File: config.mk
export PLATFORM = sky130hd
export DESIGN_NAME = dh_peer_responder
export DESIGN_NICKNAME = d
export VERILOG_FILES = /design/src/rtl/dh_pkg.sv /design/src/rtl/dh_mod_mul.sv /design/src/rtl/dh_peer_responder.sv
export SDC_FILE = /design/constraint.sdc
export NUM_CORES = 2
export LEC_CHECK = 0
export ABC_AREA = 1
export CAP_MARGIN = 20
export CORE_MARGIN = 1.5
export CORE_UTILIZATION = 45
export CTS_BUF_LIST = sky130_fd_sc_hd__clkbuf_8
export DETAILED_ROUTE_END_ITERATION = 10
export PLACE_DENSITY = 0.68
export SYNTH_ARGS = -nofsm -noshare
export SYNTH_HDL_FRONTEND = slang
export SYNTH_SLANG_ARGS = --single-unit
File: constraint.sdc
create_clock -name clk -period 20.4 [get_ports clk]
set_input_delay 2.04 -clock clk [delete_from_list [all_inputs] [get_ports clk]]
set_output_delay 2.04 -clock clk [all_outputs]
set_load 0.01 [all_outputs]
File: src/rtl/dh_pkg.sv
// Shared types and constants for the Diffie-Hellman peer responder.
// Holds the controller state encoding, key width and default sizes.
package dh_pkg;

  localparam int KEY_W    = 128;
  localparam int DH_WIDTH = 64;
  localparam int DH_EXP_W = 8;

  typedef enum logic [2:0] {
    IDLE,
    PUB_EXP,
    WAIT_PEER,
    KEY_EXP,
    DONE,
    ERR
  } dh_state_t;

endpackage

File: src/rtl/dh_mod_mul.sv
// Sequential interleaved modular multiplier: res = a*b mod p.
// Ports: clk, rst_n, go (load a/b), a, b, p, res, done (1-cycle pulse).
// Latency is fixed at WIDTH+1 cycles: one load, then WIDTH iterations.
module dh_mod_mul
  import dh_pkg::*;
#(
  parameter int WIDTH = DH_WIDTH
) (
  input  logic             clk,
  input  logic             rst_n,
  input  logic             go,
  input  logic [WIDTH-1:0] a,
  input  logic [WIDTH-1:0] b,
  input  logic [WIDTH-1:0] p,
  output logic [WIDTH-1:0] res,
  output logic             done
);

  localparam int CW = $clog2(WIDTH + 1);

  logic [WIDTH+1:0] acc_q;
  logic [WIDTH-1:0] a_q;
  logic [WIDTH-1:0] b_q;
  logic [CW-1:0]    cnt_q;
  logic             run_q;
  logic             done_q;

  logic [WIDTH+1:0] pe;
  logic [WIDTH+1:0] t0;
  logic [WIDTH+1:0] t1;
  logic [WIDTH+1:0] t2;

  // acc < p, so 2*acc + a < 3p: two conditional subtracts suffice.
  always_comb begin
    pe = {2'b00, p};
    t0 = (acc_q << 1) + (b_q[WIDTH-1] ? {2'b00, a_q} : '0);
    t1 = (t0 >= pe) ? (t0 - pe) : t0;
    t2 = (t1 >= pe) ? (t1 - pe) : t1;
  end

  always_ff @(posedge clk or negedge rst_n) begin
    if (!rst_n) begin
      acc_q  <= '0;
      a_q    <= '0;
      b_q    <= '0;
      cnt_q  <= '0;
      run_q  <= 1'b0;
      done_q <= 1'b0;
    end else if (go) begin
      acc_q  <= '0;
      a_q    <= a;
      b_q    <= b;
      cnt_q  <= CW'(WIDTH);
      run_q  <= 1'b1;
      done_q <= 1'b0;
    end else if (run_q) begin
      acc_q  <= t2;
      b_q    <= {b_q[WIDTH-2:0], 1'b0};
      cnt_q  <= cnt_q - CW'(1);
      run_q  <= (cnt_q != CW'(1));
      done_q <= (cnt_q == CW'(1));
    end else begin
      done_q <= 1'b0;
    end
  end

  assign res  = acc_q[WIDTH-1:0];
  assign done = done_q;

endmodule

File: src/rtl/dh_peer_responder.sv
// Alice-side DH block: A = g^a mod p, then K = B^a mod p from the peer.
// Ports: start/priv_key/modulus/generator in; busy, pub_key/pub_valid out;
// peer_pub/peer_valid/peer_ready handshake; enc_key/key_valid/key_err out.
// Macro DH_PUB_CHECK_EN enables peer key range checking (key_err).
module dh_peer_responder
  import dh_pkg::*;
#(
  parameter int WIDTH = DH_WIDTH,
  parameter int EXP_W = DH_EXP_W
) (
  input  logic             clk,
  input  logic             rst_n,
  input  logic             start,
  input  logic [EXP_W-1:0] priv_key,
  input  logic [WIDTH-1:0] modulus,
  input  logic [WIDTH-1:0] generator,
  output logic             busy,
  output logic [KEY_W-1:0] pub_key,
  output logic             pub_valid,
  input  logic [KEY_W-1:0] peer_pub,
  input  logic             peer_valid,
  output logic             peer_ready,
  output logic [KEY_W-1:0] enc_key,
  output logic             key_valid,
  output logic             key_err
);

  localparam int BW = (EXP_W > 1) ? $clog2(EXP_W) : 1;

  dh_state_t        state_q, state_d;
  logic [WIDTH-1:0] r_q, r_d;
  logic [WIDTH-1:0] base_q, base_d;
  logic [WIDTH-1:0] p_q, p_d;
  logic [EXP_W-1:0] e_q, e_d;
  logic [BW-1:0]    bit_q, bit_d;
  logic             sqr_q, sqr_d;
  logic             kick_q, kick_d;
  logic             fin_q, fin_d;
  logic [WIDTH-1:0] pub_q, pub_d;
  logic             pubv_q, pubv_d;
  logic [WIDTH-1:0] key_q, key_d;
  logic             keyv_q, keyv_d;
  logic             err_q, err_d;

  logic             go;
  logic [WIDTH-1:0] mul_a;
  logic [WIDTH-1:0] mul_b;
  logic [WIDTH-1:0] mul_res;
  logic             mul_done;
  logic [WIDTH-1:0] r_nxt;
  logic             bad;

  dh_mod_mul #(
    .WIDTH(WIDTH)
  ) u_mul (
    .clk  (clk),
    .rst_n(rst_n),
    .go   (go),
    .a    (mul_a),
    .b    (mul_b),
    .p    (p_q),
    .res  (mul_res),
    .done (mul_done)
  );

`ifdef DH_PUB_CHECK_EN
  // Reject 0, 1, p-1 and anything non-reduced or with upper bits set.
  assign bad = ((peer_pub >> WIDTH) != '0)
            || (peer_pub[WIDTH-1:0] < WIDTH'(2))
            || (peer_pub[WIDTH-1:0] > (p_q - WIDTH'(2)));
`else
  logic [KEY_W-1:0] unused_hi;
  assign unused_hi = peer_pub >> WIDTH;
  assign bad       = 1'b0;
`endif

  always_comb begin
    state_d    = state_q;
    r_d        = r_q;
    base_d     = base_q;
    p_d        = p_q;
    e_d        = e_q;
    bit_d      = bit_q;
    sqr_d      = sqr_q;
    kick_d     = 1'b0;
    fin_d      = 1'b0;
    pub_d      = pub_q;
    pubv_d     = pubv_q;
    key_d      = key_q;
    keyv_d     = keyv_q;
    err_d      = err_q;
    go         = 1'b0;
    mul_a      = r_q;
    mul_b      = r_q;
    r_nxt      = r_q;
    peer_ready = 1'b0;

    unique case (state_q)
      IDLE, DONE, ERR: begin
        if (start) begin
          state_d = PUB_EXP;
          e_d     = priv_key;
          p_d     = modulus;
          base_d  = generator;
          r_d     = WIDTH'(1);
          bit_d   = BW'(EXP_W - 1);
          sqr_d   = 1'b1;
          kick_d  = 1'b1;
          pubv_d  = 1'b0;
          keyv_d  = 1'b0;
          err_d   = 1'b0;
        end
      end
      PUB_EXP, KEY_EXP: begin
        // Next multiply is launched in the same cycle the previous
        // one completes, so each step costs exactly WIDTH+1 cycles.
        if (kick_q) begin
          go = 1'b1;
        end else if (mul_done) begin
          if (sqr_q) begin
            r_nxt = mul_res;
            r_d   = r_nxt;
            go    = 1'b1;
            mul_a = mul_res;
            mul_b = base_q;
            sqr_d = 1'b0;
          end else begin
            r_nxt = e_q[bit_q] ? mul_res : r_q;
            r_d   = r_nxt;
            if (bit_q == '0) begin
              fin_d = 1'b1;
            end else begin
              bit_d = bit_q - BW'(1);
              go    = 1'b1;
              mul_a = r_nxt;
              mul_b = r_nxt;
              sqr_d = 1'b1;
            end
          end
        end else if (fin_q) begin
          if (state_q == PUB_EXP) begin
            pub_d   = r_q;
            pubv_d  = 1'b1;
            state_d = WAIT_PEER;
          end else begin
            key_d   = r_q;
            keyv_d  = 1'b1;
            state_d = DONE;
          end
        end
      end
      WAIT_PEER: begin
        peer_ready = 1'b1;
        if (peer_valid) begin
          if (bad) begin
            err_d   = 1'b1;
            state_d = ERR;
          end else begin
            state_d = KEY_EXP;
            base_d  = peer_pub[WIDTH-1:0];
            r_d     = WIDTH'(1);
            bit_d   = BW'(EXP_W - 1);
            sqr_d   = 1'b1;
            kick_d  = 1'b1;
          end
        end
      end
      default: state_d = IDLE;
    endcase
  end

  always_ff @(posedge clk or negedge rst_n) begin
    if (!rst_n) begin
      state_q <= IDLE;
      r_q     <= '0;
      base_q  <= '0;
      p_q     <= '0;
      e_q     <= '0;
      bit_q   <= '0;
      sqr_q   <= 1'b0;
      kick_q  <= 1'b0;
      fin_q   <= 1'b0;
      pub_q   <= '0;
      pubv_q  <= 1'b0;
      key_q   <= '0;
      keyv_q  <= 1'b0;
      err_q   <= 1'b0;
    end else begin
      state_q <= state_d;
      r_q     <= r_d;
      base_q  <= base_d;
      p_q     <= p_d;
      e_q     <= e_d;
      bit_q   <= bit_d;
      sqr_q   <= sqr_d;
      kick_q  <= kick_d;
      fin_q   <= fin_d;
      pub_q   <= pub_d;
      pubv_q  <= pubv_d;
      key_q   <= key_d;
      keyv_q  <= keyv_d;
      err_q   <= err_d;
    end
  end

  assign busy      = (state_q == PUB_EXP) || (state_q == WAIT_PEER)
                  || (state_q == KEY_EXP);
  assign pub_key   = KEY_W'(pub_q);
  assign pub_valid = pubv_q;
  assign enc_key   = KEY_W'(key_q);
  assign key_valid = keyv_q;
  assign key_err   = err_q;

endmodule

Word level (Yosys, flattened, before mapping)

Cells that the tools add are included.

Bitwise operators: 3
Reductions and logical operators: 19
$add $sub $neg: 5
Eq/ne operators: 17
$lt $le $gt $ge: 3
Mux-type cells: 79

Operator list:

| kind                                                  | number |
|---|---|
| two-way mux 64 bit                                    | 20 |
| two-way mux 65 bit                                    | 3 |
| one-hot mux 64 bit (3 select lines)                   | 1 |
| >= comparator 66 x 64 -> 1 bit                        | 2 |
| one-hot mux 64 bit (2 select lines)                   | 1 |
| adder 66 x 64 -> 66 bit                               | 1 |
| two-way mux 66 bit                                    | 1 |
| subtractor 66 x 64 -> 66 bit                          | 1 |
| subtractor 65 x 64 -> 65 bit                          | 1 |
| two-way mux 3 bit                                     | 12 |
| two-way mux 1 bit                                     | 32 |
| AND reduction 5 bit                                   | 4 |
| inequality test 2 bit, second input constant          | 9 |
| one-hot mux 3 bit (3 select lines)                    | 2 |
| two-way mux 7 bit                                     | 2 |
| AND reduction 6 bit                                   | 2 |
| == test 7 x 1 -> 1 bit, second input constant         | 1 |
| inequality test 7 x 1 -> 1 bit, second input constant | 1 |
| AND reduction 7 bit                                   | 1 |
| subtractor 7 x 1 -> 7 bit, second input constant      | 1 |
| == test 3 x 2 -> 1 bit, second input constant         | 2 |
| == test 3 bit, second input constant                  | 2 |
| zero test 3 bit                                       | 2 |
| one-hot mux 1 bit (2 select lines)                    | 3 |
| other kinds (14)                                      | 19 |

Output and inout bits: 261
Input bits: 268
Register bits: 541

Logic depth before layout (Yosys ltp)

Depth after elaboration: 9
Depth in mapped cells: 54
Depth with buffers taken out: 51

Modules after synthesis

A second synthesis with hierarchy kept.

Cell total of the unflattened synthesis: 6827
Area, all modules: 44116.1 um^2

By module, submodules not included:

| module            | area an instance (um^2) | cells each | times used |
|---|---|---|---|
| dh_mod_mul        | 24471.0                 | 4036       | 1 |
| dh_peer_responder | 19645.1                 | 2791       | 1 |

Worst setup path after synthesis

Ideal clock, no wire load.

Kind: reg2reg
Start: register u_mul.b_q[63]
End: register u_mul.acc_q[23]
Buffers on the path: 4
Path slack: 13376 ps
Stages on the path, launching flop included: 49
Arrival time: 6899 ps
Library setup time: 125 ps
Cells stage by stage: dfrtp_1 -> clkbuf_1 -> buf_1 -> nand2_1 -> inv_1 -> ha_1 -> inv_1 -> fa_1 -> inv_1 -> nand3_1 -> nand2_1 -> nand2_1 -> nand2_2 -> nand2_1 -> nand2_2 -> nand2_1 -> nand2_2 -> a21oi_1 -> [13 not listed] -> buf_2 -> o21ai_0 -> inv_1 -> ha_1 -> fa_1 -> o21ai_1 -> a21oi_2 -> o21bai_1 -> a21oi_2 -> o21ai_1 -> nand2_1 -> nand2_1 -> a21oi_2 -> inv_2 -> nor2_8 -> buf_4 -> nand3_1 -> nand3_1

Longest elaborated chain between the ends: 8
Elaborated cells between the ends (all ways): 10
Those cells by class: 3 x add/sub; 2 x order compare; 5 x mux

RTL lines:

| element                                                                               | RTL line         | RTL |
|---|---|---|
| start, declared                                                                       | dh_mod_mul.sv:23 | `logic [WIDTH-1:0] b_q;` |
| start signal, assigned                                                                | dh_mod_mul.sv:58 | `b_q <= {b_q[WIDTH-2:0], 1'b0};` |
| two-way mux 64 bit (*)                                                                | dh_mod_mul.sv:36 | `t0 = (acc_q << 1) + (b_q[WIDTH-1] ? {2'b00, a_q} : '0);` |
| adder 66 x 64 -> 66 bit (*)                                                           | dh_mod_mul.sv:36 |  |
| subtractor 66 x 64 -> 66 bit / >= comparator 66 x 64 -> 1 bit (equally long branches) | dh_mod_mul.sv:37 | `t1 = (t0 >= pe) ? (t0 - pe) : t0;` |
| two-way mux 66 bit (*)                                                                | dh_mod_mul.sv:37 |  |
| subtractor 65 x 64 -> 65 bit / >= comparator 66 x 64 -> 1 bit (equally long branches) | dh_mod_mul.sv:38 | `t2 = (t1 >= pe) ? (t1 - pe) : t1;` |
| two-way mux 65 bit (*)                                                                | dh_mod_mul.sv:38 |  |
| two-way mux 65 bit (*)                                                                | dh_mod_mul.sv:56 | `end else if (run_q) begin` |
| two-way mux 65 bit (*)                                                                | dh_mod_mul.sv:49 | `end else if (go) begin` |
| end signal, assigned                                                                  | dh_mod_mul.sv:57 | `acc_q <= t2;` |
| end, declared                                                                         | dh_mod_mul.sv:21 | `logic [WIDTH+1:0] acc_q;` |

Every way passes the cells marked *; elsewhere a longest branch is shown, timed or not. The select of a mux whose other input is x is not followed.
A chain may end at the register's enable or synchronous reset.

Final worst setup path

Start: register u_mul.b_q[63]
End: register u_mul.acc_q[18]

Same word-level chain as after synthesis.

==> qor.yml <==
ys_ff_latch: 541
die_x_um: 305
async_reset_ff_share_pct: 100
fin_crit_ns: 10.66
critical_path.slowest_cell: "dfrtp_2"
drc_errors: 0
drive_above_1_share_pct: 5.27
num_vias: 41200
insertion_delay_ns: 0.77
synth_area_leaders: "dfrtp_1, nand2_1, o21ai_0"
hold_path_class: "reg -> reg"
path_delay_family: "compound AO/OA/AOI/OAI gates"
start_util_pct: 45.5
cts_resized: 0
via_per_inst: 5.49
syn_area_um2: 41100
crit_top_cell: "nand2_1"
slew_headroom_pct: 14.3
syn_inst: 6021
yosysUniqueCellTypes: 68
syn_avg_cell_area_um2: 6.82
hold_viol_final: 0
dieArea_um2: 93100
tightest_slew_ns: 1.27
num_rows: 110
cts-root-buf: "clkbuf_8"
port_buffers: 335
totalWireLength_um: 149000
gr-total-overflow: 0
ioPinCount: 529
die_h_um: 305
dp_hpwl_um: 114000
grt_setup_unrepaired: "no"
antenna_found_initial: 1
ant_nets: 0
cts.clk_slew.worst_paths_ns: 0.06
outcome: "completed"
grt_usage_pct: 31.3
place_congestion: 1.03
area_growth_pct: 13.9
wl_per_cell_um: 19.8
critPathLaunchType: "flop"
cp_data_arrival_time_ns: 11.31
first_pass_iters: 6
yosysTopAreaCell: "dfrtp_1"
crit_path_end_kind: "flop"
clockBufferDepth: 3
cts_tree: "done"
path_buf_inv: 6
synth_edf_count: 0
ys.flop_type: "dfrtp_1"
layout.nets: 6711
clock-sinks: 541
grt_first_pass_wirelength_um: 227000
tns_ns: 0
holdWs_ns: 0.481
cp.required_ns: 21.04
htree_levels: 3
drt_iter0_markers: 3823
setup_violations: 0
grt_pass1_vias: 38700
core_area_um2: 90300
postCtsHoldBufs: 0
maxCapViolCount: 0
crit_path_max_fanout: 87
critPathKind: "reg -> reg"
finClkSkew_ns: 0.0167
yosys_warnings: 0
postCtsSetupBuffers: 0
grt_max_degree: 109
fin_crit_sh_pct: 52.3
utilization_pct: 51.8
yosysTopAreaCellShare_pct: 33.0
max_freq_mhz: 93.8
critPathMaxStageDelay_ns: 0.73
cts_buffers: 97
ys_seq_area_share_pct: 33.0
slew_violations: 0
## worst min-delay path: stages (launching register included)
cell	delay (ns)
dfrtp_1	0.34
nand2_1	0.05
o21ai_0	0.06
## cell usage in the layout (no fill, tap or decap), types with 7 or more instances in the layout
master | Yosys | final
xnor2_1 | 75 | 75
o221ai_1 | 63 | 63
ha_1 | 195 | 195
clkdlybuf4s50_1 | 0 | 334
a21o_1 | 21 | 21
xor2_1 | 87 | 87
o41ai_1 | 62 | 62
nand3_1 | 243 | 243
dfrtp_1 | 541 | 537
a21oi_2 | 7 | 7
o211ai_1 | 8 | 8
a21oi_1 | 415 | 413
nand2_1 | 1689 | 1683
nor2_1 | 526 | 524
clkbuf_8 | 2 | 125
nor4_1 | 15 | 15
nor2_2 | 10 | 10
o21ai_1 | 12 | 12
nand4_1 | 21 | 21
conb_1 | 1 | 129
o21ai_0 | 547 | 546
o22ai_1 | 67 | 67
inv_1 | 691 | 718
nor3_1 | 34 | 33
mux2_2 | 9 | 9
o21bai_1 | 26 | 26
and3_1 | 7 | 7
a31oi_1 | 86 | 86
buf_4 | 135 | 37
inv_2 | 16 | 20
nand3b_1 | 9 | 9
nand2_4 | 5 | 11
o21a_1 | 37 | 37
nand2_2 | 37 | 37
o21ai_2 | 20 | 20
a21boi_0 | 11 | 11
## registers in the layout (all words and copies together), names as in the netlist, 7 cells and up
register	count
u_mul.acc_q	65
pub_q	64
key_q	64
p_q	64
u_mul.b_q	64
u_mul.a_q	64
r_q	64
u_mul.cnt_q	7
base_q	64
e_q	8
## per-layer routing
layer / vias to the layer above / part of all wire [%] / routed length, um / track usage [%]
li1: 20000 / - / - / -
met1: 19300 / 46 / 68200 / 45.6
met2: 1619 / 43 / 63700 / 47.0
met3: 237 / 7.5 / 11100 / 4.46
met4: 0 / 3.7 / 5500 / 11.7
met5: - / 0 / 0 / 0
## stage by stage
stage / instance area (um2) / instances / worst slack, ns
floorplan: 41600 / 6149 / 13.38
global placement: 44700 / 7322 / 10.07
detailed placement: 44700 / 7322 / 9.98
CTS: 46800 / 7495 / 9.95
global route: 46800 / 7496 / 9.02
finish: 46800 / 7496 / 9.74
## worst paths after layout
path,slack (ns),from,cells past startpoint,endpoint
max,9.74,u_mul.b_q[63]$_DFFE_PN0P_,43,u_mul.acc_q[18]$_DFFE_PN0P_
min,0.48,key_q[18]$_DFFE_PN0P_,2,key_q[18]$_DFFE_PN0P_
max reg2reg,9.74,u_mul.b_q[63]$_DFFE_PN0P_,43,u_mul.acc_q[18]$_DFFE_PN0P_
min reg2reg,0.48,key_q[18]$_DFFE_PN0P_,2,key_q[18]$_DFFE_PN0P_
max in group asynchronous,16.92,rst_n,3,p_q[53]$_DFFE_PN0P_
min in group asynchronous,1.33,rst_n,1,p_q[5]$_DFFE_PN0P_
## synthesized netlist by cell type, types with 86 or more instances
master / n
a31oi_1: 86
o21ai_0: 547
nor2_1: 526
clkbuf_1: 189
a21oi_1: 415
ha_1: 195
buf_4: 135
dfrtp_1: 541
inv_1: 691
nand2_1: 1689
xor2_1: 87
nand3_1: 243
## cells by family (layout without fill, tap and decap cells)
kind of cell | count (synthesis) | in the layout | synth area share [%]
AO/OA/AOI/OAI | 1407 | 1407 | 19.9
XOR/XNOR | 163 | 163 | 3.49
adder cells (fa/ha/maj) | 198 | 198 | 6.09
buffers and inverters | 1083 | 1253 | 11.5
flip-flops | 541 | 541 | 33.0
multiplexers | 9 | 9 | 0.247
other | 1 | 130 | 0.00913
AND/OR/NAND/NOR | 2619 | 2619 | 25.8
## area by class of cell
class,instances,area [um2]
flip-flops and latches,541,13500
multi-input cells,4525,23400
repair buffers,372,3640
diodes,1,2.50
well taps,1176,1470
clock inverters,48,358
fillers,9233,43500
inverters,708,2660
clock buffers,125,1720
Power is not shown: default switching activity piles up to over one toggle a cycle in this logic, so the estimate is an artifact.
